$ cat src/rtl/cpu_mem_pkg.sv
// Shared definitions for the CPU memory port arbiter:
// FSM encoding, requester ids and the latency bound.
package cpu_mem_pkg;

    typedef enum logic {
        IDLE = 1'b0,
        BUSY = 1'b1
    } state_e;

    localparam logic REQ_IF = 1'b0;
    localparam logic REQ_D  = 1'b1;

    localparam int MEM_LAT_MAX = 4;

endpackage

$ cat src/rtl/mem_port_arbiter_rr_arb2.sv
// Two-way round-robin picker: on a tie the requester
// that did not win last time gets the one-hot grant.
module rr_arb2
    import cpu_mem_pkg::*;
(
    input  logic [1:0] req_i,
    input  logic       lg_i,
    output logic [1:0] gnt_o
);

    always_comb begin
        gnt_o = req_i;
        if (req_i == 2'b11) begin
            gnt_o = (lg_i == REQ_D) ? 2'b01 : 2'b10;
        end
    end

endmodule

$ cat src/rtl/mem_port_arbiter.sv
// Shares one synchronous memory port between instruction fetch
// and load/store, tracking a single access for MEM_LAT cycles.
module mem_port_arbiter
    import cpu_mem_pkg::*;
#(
    parameter int ADDR_W  = 30,
    parameter int DATA_W  = 32,
    parameter int MEM_LAT = 1
) (
    input  logic              clk,
    input  logic              rst,
    input  logic              if_req,
    input  logic [ADDR_W-1:0] if_addr,
    output logic              if_gnt,
    output logic              if_rvalid,
    output logic [DATA_W-1:0] if_rdata,
    input  logic              d_req,
    input  logic              d_we,
    input  logic [ADDR_W-1:0] d_addr,
    input  logic [DATA_W-1:0] d_wdata,
    output logic              d_gnt,
    output logic              d_rvalid,
    output logic [DATA_W-1:0] d_rdata,
    output logic              mem_en,
    output logic              mem_we,
    output logic [ADDR_W-1:0] mem_addr,
    output logic [DATA_W-1:0] mem_wdata,
    input  logic [DATA_W-1:0] mem_rdata,
    output logic              E
);

    if (MEM_LAT < 1 || MEM_LAT > MEM_LAT_MAX) begin : g_lat_chk
        $error("mem_port_arbiter: MEM_LAT must be 1..4");
    end

    localparam logic [1:0] CNT_INIT = 2'(MEM_LAT - 1);

    state_e     state_q;
    logic [1:0] cnt_q;
    logic       own_q;
    logic       lg_q;
    logic       we_q;

    logic       done;
    logic       cpl;
    logic       can_issue;
    logic       issue;
    logic       own_d;
    logic       we_d;
    logic [1:0] req;
    logic [1:0] gnt;

    // The completion cycle doubles as an issue slot.
    assign done      = (state_q == BUSY) && (cnt_q == 2'd0);
    assign can_issue = !rst && ((state_q == IDLE) || done);
    assign req       = {d_req, if_req} & {2{can_issue}};

    rr_arb2 u_arb (
        .req_i (req),
        .lg_i  (lg_q),
        .gnt_o (gnt)
    );

    assign issue = |gnt;
    assign own_d = gnt[REQ_D];
    assign we_d  = gnt[REQ_D] & d_we;

    assign if_gnt    = gnt[REQ_IF];
    assign d_gnt     = gnt[REQ_D];
    assign mem_en    = issue;
    assign mem_we    = we_d;
    assign mem_addr  = gnt[REQ_D]  ? d_addr  :
                       gnt[REQ_IF] ? if_addr : '0;
    assign mem_wdata = gnt[REQ_D]  ? d_wdata : '0;

    assign cpl       = done & ~rst;
    assign if_rvalid = cpl & (own_q == REQ_IF);
    assign d_rvalid  = cpl & (own_q == REQ_D);
    assign if_rdata  = if_rvalid ? mem_rdata : '0;
    assign d_rdata   = (d_rvalid & ~we_q) ? mem_rdata : '0;

    assign E = ~rst & ((if_req & ~if_gnt) |
                       (d_req & ~d_gnt) |
                       ((state_q == BUSY) && (cnt_q != 2'd0)));

    always_ff @(posedge clk) begin
        if (rst) begin
            state_q <= IDLE;
            cnt_q   <= 2'd0;
            own_q   <= REQ_IF;
            lg_q    <= REQ_D;
            we_q    <= 1'b0;
        end else if (issue) begin
            state_q <= BUSY;
            cnt_q   <= CNT_INIT;
            own_q   <= own_d;
            lg_q    <= own_d;
            we_q    <= we_d;
        end else if (state_q == BUSY) begin
            if (cnt_q == 2'd0) begin
                state_q <= IDLE;
            end else begin
                cnt_q <= cnt_q - 2'd1;
            end
        end
    end

endmodule

$ cat config.mk
export PLATFORM = sky130hd
export DESIGN_NAME = mem_port_arbiter
export DESIGN_NICKNAME = d
export VERILOG_FILES = /design/src/rtl/cpu_mem_pkg.sv /design/src/rtl/mem_port_arbiter_rr_arb2.sv /design/src/rtl/mem_port_arbiter.sv
export SDC_FILE = /design/constraint.sdc
export NUM_CORES = 1
export LEC_CHECK = 0
export CAP_MARGIN = 10
export CORE_AREA = 5 5 99 101
export DETAILED_ROUTE_END_ITERATION = 8
export DIE_AREA = 0 0 104 106
export GPL_ROUTABILITY_DRIVEN = 0
export PLACE_DENSITY = 0.74
export SETUP_SLACK_MARGIN = 0.4
export SLEW_MARGIN = 20
export SYNTH_ARGS = -nofsm -noshare
export SYNTH_HDL_FRONTEND = slang
export SYNTH_SLANG_ARGS = --single-unit
$ cat constraint.sdc
create_clock -name clk -period 2 [get_ports clk]
set_input_delay 0.3 -clock clk [delete_from_list [all_inputs] [get_ports clk]]
set_output_delay 0.3 -clock clk [all_outputs]
set_load 0.1 [all_outputs]
; ---- Yosys cells after proc, flatten, opt, wreduce, memory -nomap -nowiden
; Cells that the tools add are included.
[op_classes]
n_eq_ne = 1
n_mux = 10
n_addsub = 1
n_bitwise = 18
reduce_logical = 10
[ops]
columns = cell, n
row1 = $mux W32, 3
row2 = $mux W30, 2
row3 = $and A1 B1 Y1, 8
row4 = $not A1 Y1, 7
row5 = $mux W2, 2
row6 = $logic_and A1 B1 Y1, 3
row7 = $mux W1, 3
row8 = $reduce_or A3 Y1, 1
row9 = $and A2 B2 Y2, 1
row10 = $eq A2 B2 Y1 const B, 1
row11 = $logic_not A2 Y1, 1
row12 = $or A1 B1 Y1, 2
row13 = $reduce_and A2 Y1, 1
row14 = $reduce_bool A2 Y1, 1
row15 = $reduce_or A2 Y1, 1
row16 = $sub A2 B1 Y2 const B, 1
row17 = $logic_not A1 Y1, 1
row18 = $logic_or A1 B1 Y1, 1
[word_totals]
in_bits = 129
wordCells = 45
out_inout_bits = 133
register_bits = 6

; ---- Depth between registers and ports, before layout
[logic_depth]
ltp_word = 12
ltp_mapped = 9
depth_no_buf = 5

; ---- By module
; From an unflattened synthesis, not the netlist that was laid out.
[hier_totals]
hier_cells = 181
area_unflattened_um2 = 1276.2
[by_module_without_submodules]
columns = module, seq_area_each_um2, cells_each, n_inst, area_per_inst_um2
row1 = mem_port_arbiter, 120.1, 178, 1, 1257.5
row2 = rr_arb2, 0.0, 3, 1, 18.8

; ---- Least setup slack after synthesis
; OpenSTA, ideal clock, no wires.
[synth_timing]
path_kind = reg2out
from = reg cnt_q[0]
to = out mem_addr[21]
setup_slack_ns = -0.659
arrival_time_ns = 2.359
n_path_buf = 2
t_required_ns = 1.700
stages_incl_launch_ff = 8
path_cell_list = dfxtp_1 inv_1 ha_1 nand2b_4 buf_6 o2111a_1 buf_2 a22o_1
[synth_between]
elab_chain_len = 9
[synth_lines]
columns = element, line_no
row1 = start: declaration, mem_port_arbiter.sv:39  ; logic [1:0] cnt_q;
row2 = start signal: assignment, mem_port_arbiter.sv:103  ; cnt_q <= cnt_q - 2'd1;
row3 = $logic_not A2 Y1 (*), mem_port_arbiter.sv:54  ; assign done = (state_q == BUSY) && (cnt_q == 2'd0);
row4 = $logic_and A1 B1 Y1 (*), mem_port_arbiter.sv:54
row5 = $logic_or A1 B1 Y1 (*), mem_port_arbiter.sv:55  ; assign can_issue = !rst && ((state_q == IDLE) || done);
row6 = $logic_and A1 B1 Y1 (*), mem_port_arbiter.sv:55
row7 = $and A2 B2 Y2 (*), mem_port_arbiter.sv:56  ; assign req = {d_req, if_req} & {2{can_issue}};
row8 = $eq A2 B2 Y1, mem_port_arbiter_rr_arb2.sv:13  ; if (req_i == 2'b11) begin
row9 = $mux W2 (*), mem_port_arbiter_rr_arb2.sv:13
row10 = via if_gnt, mem_port_arbiter.sv:14  ; output logic if_gnt,
row11 = $mux W30 (*), mem_port_arbiter.sv:73  ; gnt[REQ_IF] ? if_addr : '0;
row12 = $mux W30 (*), mem_port_arbiter.sv:72  ; assign mem_addr = gnt[REQ_D] ? d_addr :
row13 = end: declaration, mem_port_arbiter.sv:26  ; output logic [ADDR_W-1:0] mem_addr,
; Mark *: on every way through the listed nets, which the timed path passes. The rest lies on a longest branch.

; ---- Worst setup path in the final report
[layout_timing]
from = reg cnt_q[0]
to = out mem_addr[28]
[layout_between]
elab_chain_len = 9
[layout_lines]
columns = element, line_no
row1 = $logic_not A2 Y1 (*), mem_port_arbiter.sv:54
row2 = $logic_and A1 B1 Y1 (*), mem_port_arbiter.sv:54
row3 = $logic_or A1 B1 Y1 (*), mem_port_arbiter.sv:55
row4 = $logic_and A1 B1 Y1 (*), mem_port_arbiter.sv:55
row5 = $and A2 B2 Y2 (*), mem_port_arbiter.sv:56
row6 = $eq A2 B2 Y1, mem_port_arbiter_rr_arb2.sv:13
row7 = $mux W2 (*), mem_port_arbiter_rr_arb2.sv:13
row8 = $mux W30, mem_port_arbiter.sv:73
row9 = $mux W30 (*), mem_port_arbiter.sv:72
; Every way passes the cells marked *; elsewhere a longest branch is shown, timed or not.

==> metrics.log <==
INFO  metric timing.critical_path.buf_inv = 3
INFO  metric synth-seq-cells = 6
INFO  metric postLayoutSetupSlackWorst = -0.0648 ns
INFO  metric comb_power_share = 85.8%
INFO  metric worstMarginPinSlew = 0.302 ns
INFO  metric worstSetupStartpointType = flop
INFO  metric routed_wl = 10,500 microns
INFO  metric number_of_i_o_pins = 262
INFO  metric fmax = 484 MHz
INFO  metric dp_slack = -0.0764 ns
INFO  metric core_footprint = 8930 sq um
INFO  metric syn_area_per_cell = 7.06 sq um
INFO  metric crit_slowest_cell = sky130_fd_sc_hd__o2111a_2
INFO  metric synthesis.yosys.warnings = 0
INFO  metric fill_cells = 596
INFO  metric power_share_of_the_clock_group = 8.2%
INFO  metric area.sequential = 123 sq um
INFO  metric grt_pass1_vias = 2,715
INFO  metric synth_cells = 182
INFO  metric slowest_delay = 0.35 ns
INFO  metric report.final.setup_viol = 64
INFO  metric cts_hold_buffers_added = 0
INFO  metric vias_per_cell = 4.33
INFO  metric violated_checks = negative setup slack
INFO  metric routed_wire_length_per_instance = 18.1 microns
INFO  metric drt-initial-drc-count = 54
INFO  metric global_route.overflow_total = 0
INFO  metric power_density = 348 nW/um^2
INFO  metric port_buf_inserts = 261
INFO  metric p_leak = 2.76 nW
INFO  metric tritoncts = yes
INFO  metric detailroute.via_count = 2,506
INFO  metric clkTransAtPathRegs = 0.04 ns
INFO  metric peakVddDrop = 264 uV
INFO  metric numCtsBuffers = 3
INFO  metric final_net_count = 600
INFO  metric crit_path_cell_trace = inv_2 -> ha_4 -> nand2b_4 -> o2111a_2 -> clkbuf_16 -> a22o_4 -> buf_12
INFO  metric worst_skew_pair.late_latency = 0.22 ns
INFO  metric dp_hpwl = 8730 microns
INFO  metric cts_buffer_depth = 2
INFO  metric power.share.switching = 50.5%
INFO  metric report.final.slew_viol_count = 0
INFO  metric antenna-diode-count = 0
INFO  metric synthToLayoutAreaGrowth = 402%
INFO  metric worst_path_dominant_cell_family = compound AO/OA/AOI/OAI gates
INFO  metric htreeDepth = 1
INFO  metric yosysSeqAreaShare = 9.35%
INFO  metric largest_net_degree_at_the_start_of_global_routing = 34
INFO  metric fin_skew = 0.00474 ns
INFO  metric die_area = 11,000 sq um
INFO  metric std_cell_rows = 35
INFO  metric multiInputGateArea = 1630 sq um
INFO  metric initial_antenna_violation_count = 0
INFO  metric period_needed = 2.06 ns
INFO  metric post_synth_instance_area = 1280 sq um
INFO  metric end_kind = primary output
INFO  metric drive_gt1_share = 67.9%
INFO  metric number_of_distinct_library_cells_after_synthesis = 25
INFO  metric pwr-share-seq = 6.0%
INFO  metric root_buf_cell = sky130_fd_sc_hd__clkbuf_8
INFO  metric grt.total_usage = 16.9%
INFO  metric grt_first_pass_wirelength = 15,200 microns
INFO  metric clkSinkCount = 6
INFO  metric detail_route.drc_violations = 0
INFO  metric hold-worst-slack = 0.519 ns
INFO  metric drv_cap = 0
INFO  metric hold_path_class = flop to flop
INFO  metric cp.required = 1.70 ns
INFO  metric post_synth_net_total = 312
INFO  metric antenna_left = 0
INFO  metric timing.slew.headroom = 79.8%
INFO  metric worst_path_class_setup = flop to primary output
INFO  metric rsz0062_at_grt = yes
INFO  metric internal_power = 0.00111 W
INFO  metric crit_fanout = 10
INFO  metric period_utilization_post_route = 103%
INFO  metric status = finished with violations
INFO  metric report.final.hold_viol_count = 0
INFO  metric fp.dieH = 106 microns
INFO  metric critical_path_arrival = 1.76 ns
INFO  metric initial_utilization = 14.4%
INFO  metric dr.pass1.iters = 4
INFO  metric net-switching-power = 0.00113 W
INFO  metric die_x = 104 microns
## timing repair
item	in CTS	in global routing
gates resized for setup	18	3
setup buffers	8	5
setup endpoints to repair	133	134
pin swaps	35	16
cloned	3	7
## worst min-delay path, delay by kind of cell (launching register included)
family	cells	cell delay (ns)
compound gates	1	0.07
simple gates	1	0.08
flops	1	0.32
## routing by layer
metal	GRT usage [%]	up-vias	part of all wire, %
met4	3.42	0	1.8
met3	7.35	12	10
met2	32.2	166	55
met1	17.0	1137	33
li1	-	1191	-
met5	0	-	0
## registers in the layout (all words and copies together) (netlist names)
register  flops
own_q         1
lg_q          1
cnt_q         2
state_q       1
we_q          1
## final cells by class
class / instances / area share [%]
well taps: 111 / 2.15
flip-flops and latches: 6 / 1.90
multi-input cells: 154 / 25.2
clock buffers: 3 / 0.640
inverters: 5 / 0.291
repair buffers: 300 / 69.8
## final timing paths
path         slack (ns)  startpoint  cells past startpoint            to
max               -0.06    cnt_q[0]                      7  mem_addr[28]
max reg2reg        0.44    cnt_q[0]                      6          lg_q
min reg2reg        0.52    cnt_q[1]                      2      cnt_q[1]
min                0.52    cnt_q[1]                      2      cnt_q[1]
## cells by family (layout without fill, tap and decap cells)
family          after synthesis  after routing  synth area share, %
fa+ha+maj                     1              1                0.974
compound gates               39             39                 25.2
flops                         6              6                 9.35
simple gates                113            114                 55.0
buf+inv                      23            308                 9.45
## synthesized netlist by cell type
| master | count | area, sq um |
|---|---|---|
| sky130_fd_sc_hd__a21oi_1 | 3 | 15.0 |
| sky130_fd_sc_hd__a22o_1 | 30 | 263 |
| sky130_fd_sc_hd__a31oi_1 | 2 | 12.5 |
| sky130_fd_sc_hd__a32o_1 | 1 | 10.0 |
| sky130_fd_sc_hd__and2_1 | 97 | 607 |
| sky130_fd_sc_hd__and4_4 | 1 | 11.3 |
| sky130_fd_sc_hd__buf_2 | 10 | 50.1 |
| sky130_fd_sc_hd__buf_6 | 3 | 33.8 |
| sky130_fd_sc_hd__clkbuf_1 | 5 | 18.8 |
| sky130_fd_sc_hd__dfxtp_1 | 6 | 120 |
| sky130_fd_sc_hd__ha_1 | 1 | 12.5 |
| sky130_fd_sc_hd__inv_1 | 5 | 18.8 |
| sky130_fd_sc_hd__nand2_1 | 3 | 11.3 |
| sky130_fd_sc_hd__nand2b_1 | 2 | 12.5 |
| sky130_fd_sc_hd__nand2b_4 | 1 | 13.8 |
| sky130_fd_sc_hd__nand3_1 | 1 | 5.00 |
| sky130_fd_sc_hd__nor2_1 | 3 | 11.3 |
| sky130_fd_sc_hd__nor3_1 | 1 | 5.00 |
| sky130_fd_sc_hd__nor3_2 | 1 | 10.0 |
| sky130_fd_sc_hd__nor3b_1 | 1 | 7.51 |
| sky130_fd_sc_hd__o2111a_1 | 1 | 11.3 |
| sky130_fd_sc_hd__o21ai_0 | 1 | 5.00 |
| sky130_fd_sc_hd__o21bai_1 | 1 | 7.51 |
| sky130_fd_sc_hd__or2_2 | 1 | 6.26 |
| sky130_fd_sc_hd__or3_1 | 1 | 6.26 |
## power groups by stage
stage | registers (W) | logic, W | clock network [W]
6_report | 0.000134 | 0.00193 | 0.000185
5_1_grt | 0.000134 | 0.00198 | 0.000199
4_1_cts | 0.000134 | 0.00189 | 0.000184
3_5_place_dp | 0.000133 | 0.00187 | 0
3_3_place_gp | 0.000133 | 0.00185 | 0
2_1_floorplan | 0.000132 | 0.00105 | 0
## layout by cell type, fill, tap and decap left out, types with 3 or more instances in the layout
cell type,n
sky130_fd_sc_hd__buf_12,141
sky130_fd_sc_hd__clkdlybuf4s50_1,125
sky130_fd_sc_hd__and2_4,97
sky130_fd_sc_hd__a22o_4,30
sky130_fd_sc_hd__buf_4,16
sky130_fd_sc_hd__clkbuf_16,6
sky130_fd_sc_hd__buf_6,6
sky130_fd_sc_hd__dfxtp_1,4
sky130_fd_sc_hd__inv_1,3
sky130_fd_sc_hd__clkbuf_8,3
sky130_fd_sc_hd__dlygate4sd2_1,3
## stage by stage
step                cell area, sq um  util [%]  power [W]  std cells  TNS [ns]
finish                          6450      72.3    0.00225        579     -2.30
detailed placement              6020      67.4    0.00200        553     -5.16
global route                    6450      72.3    0.00231        579    -10.93
CTS                             6230      69.8    0.00221        567     -1.35
floorplan                       1930         -    0.00118        182         0
global placement                6020      67.4    0.00198        553     -2.54
No activity file was read; power rests on OpenSTA's default activity.
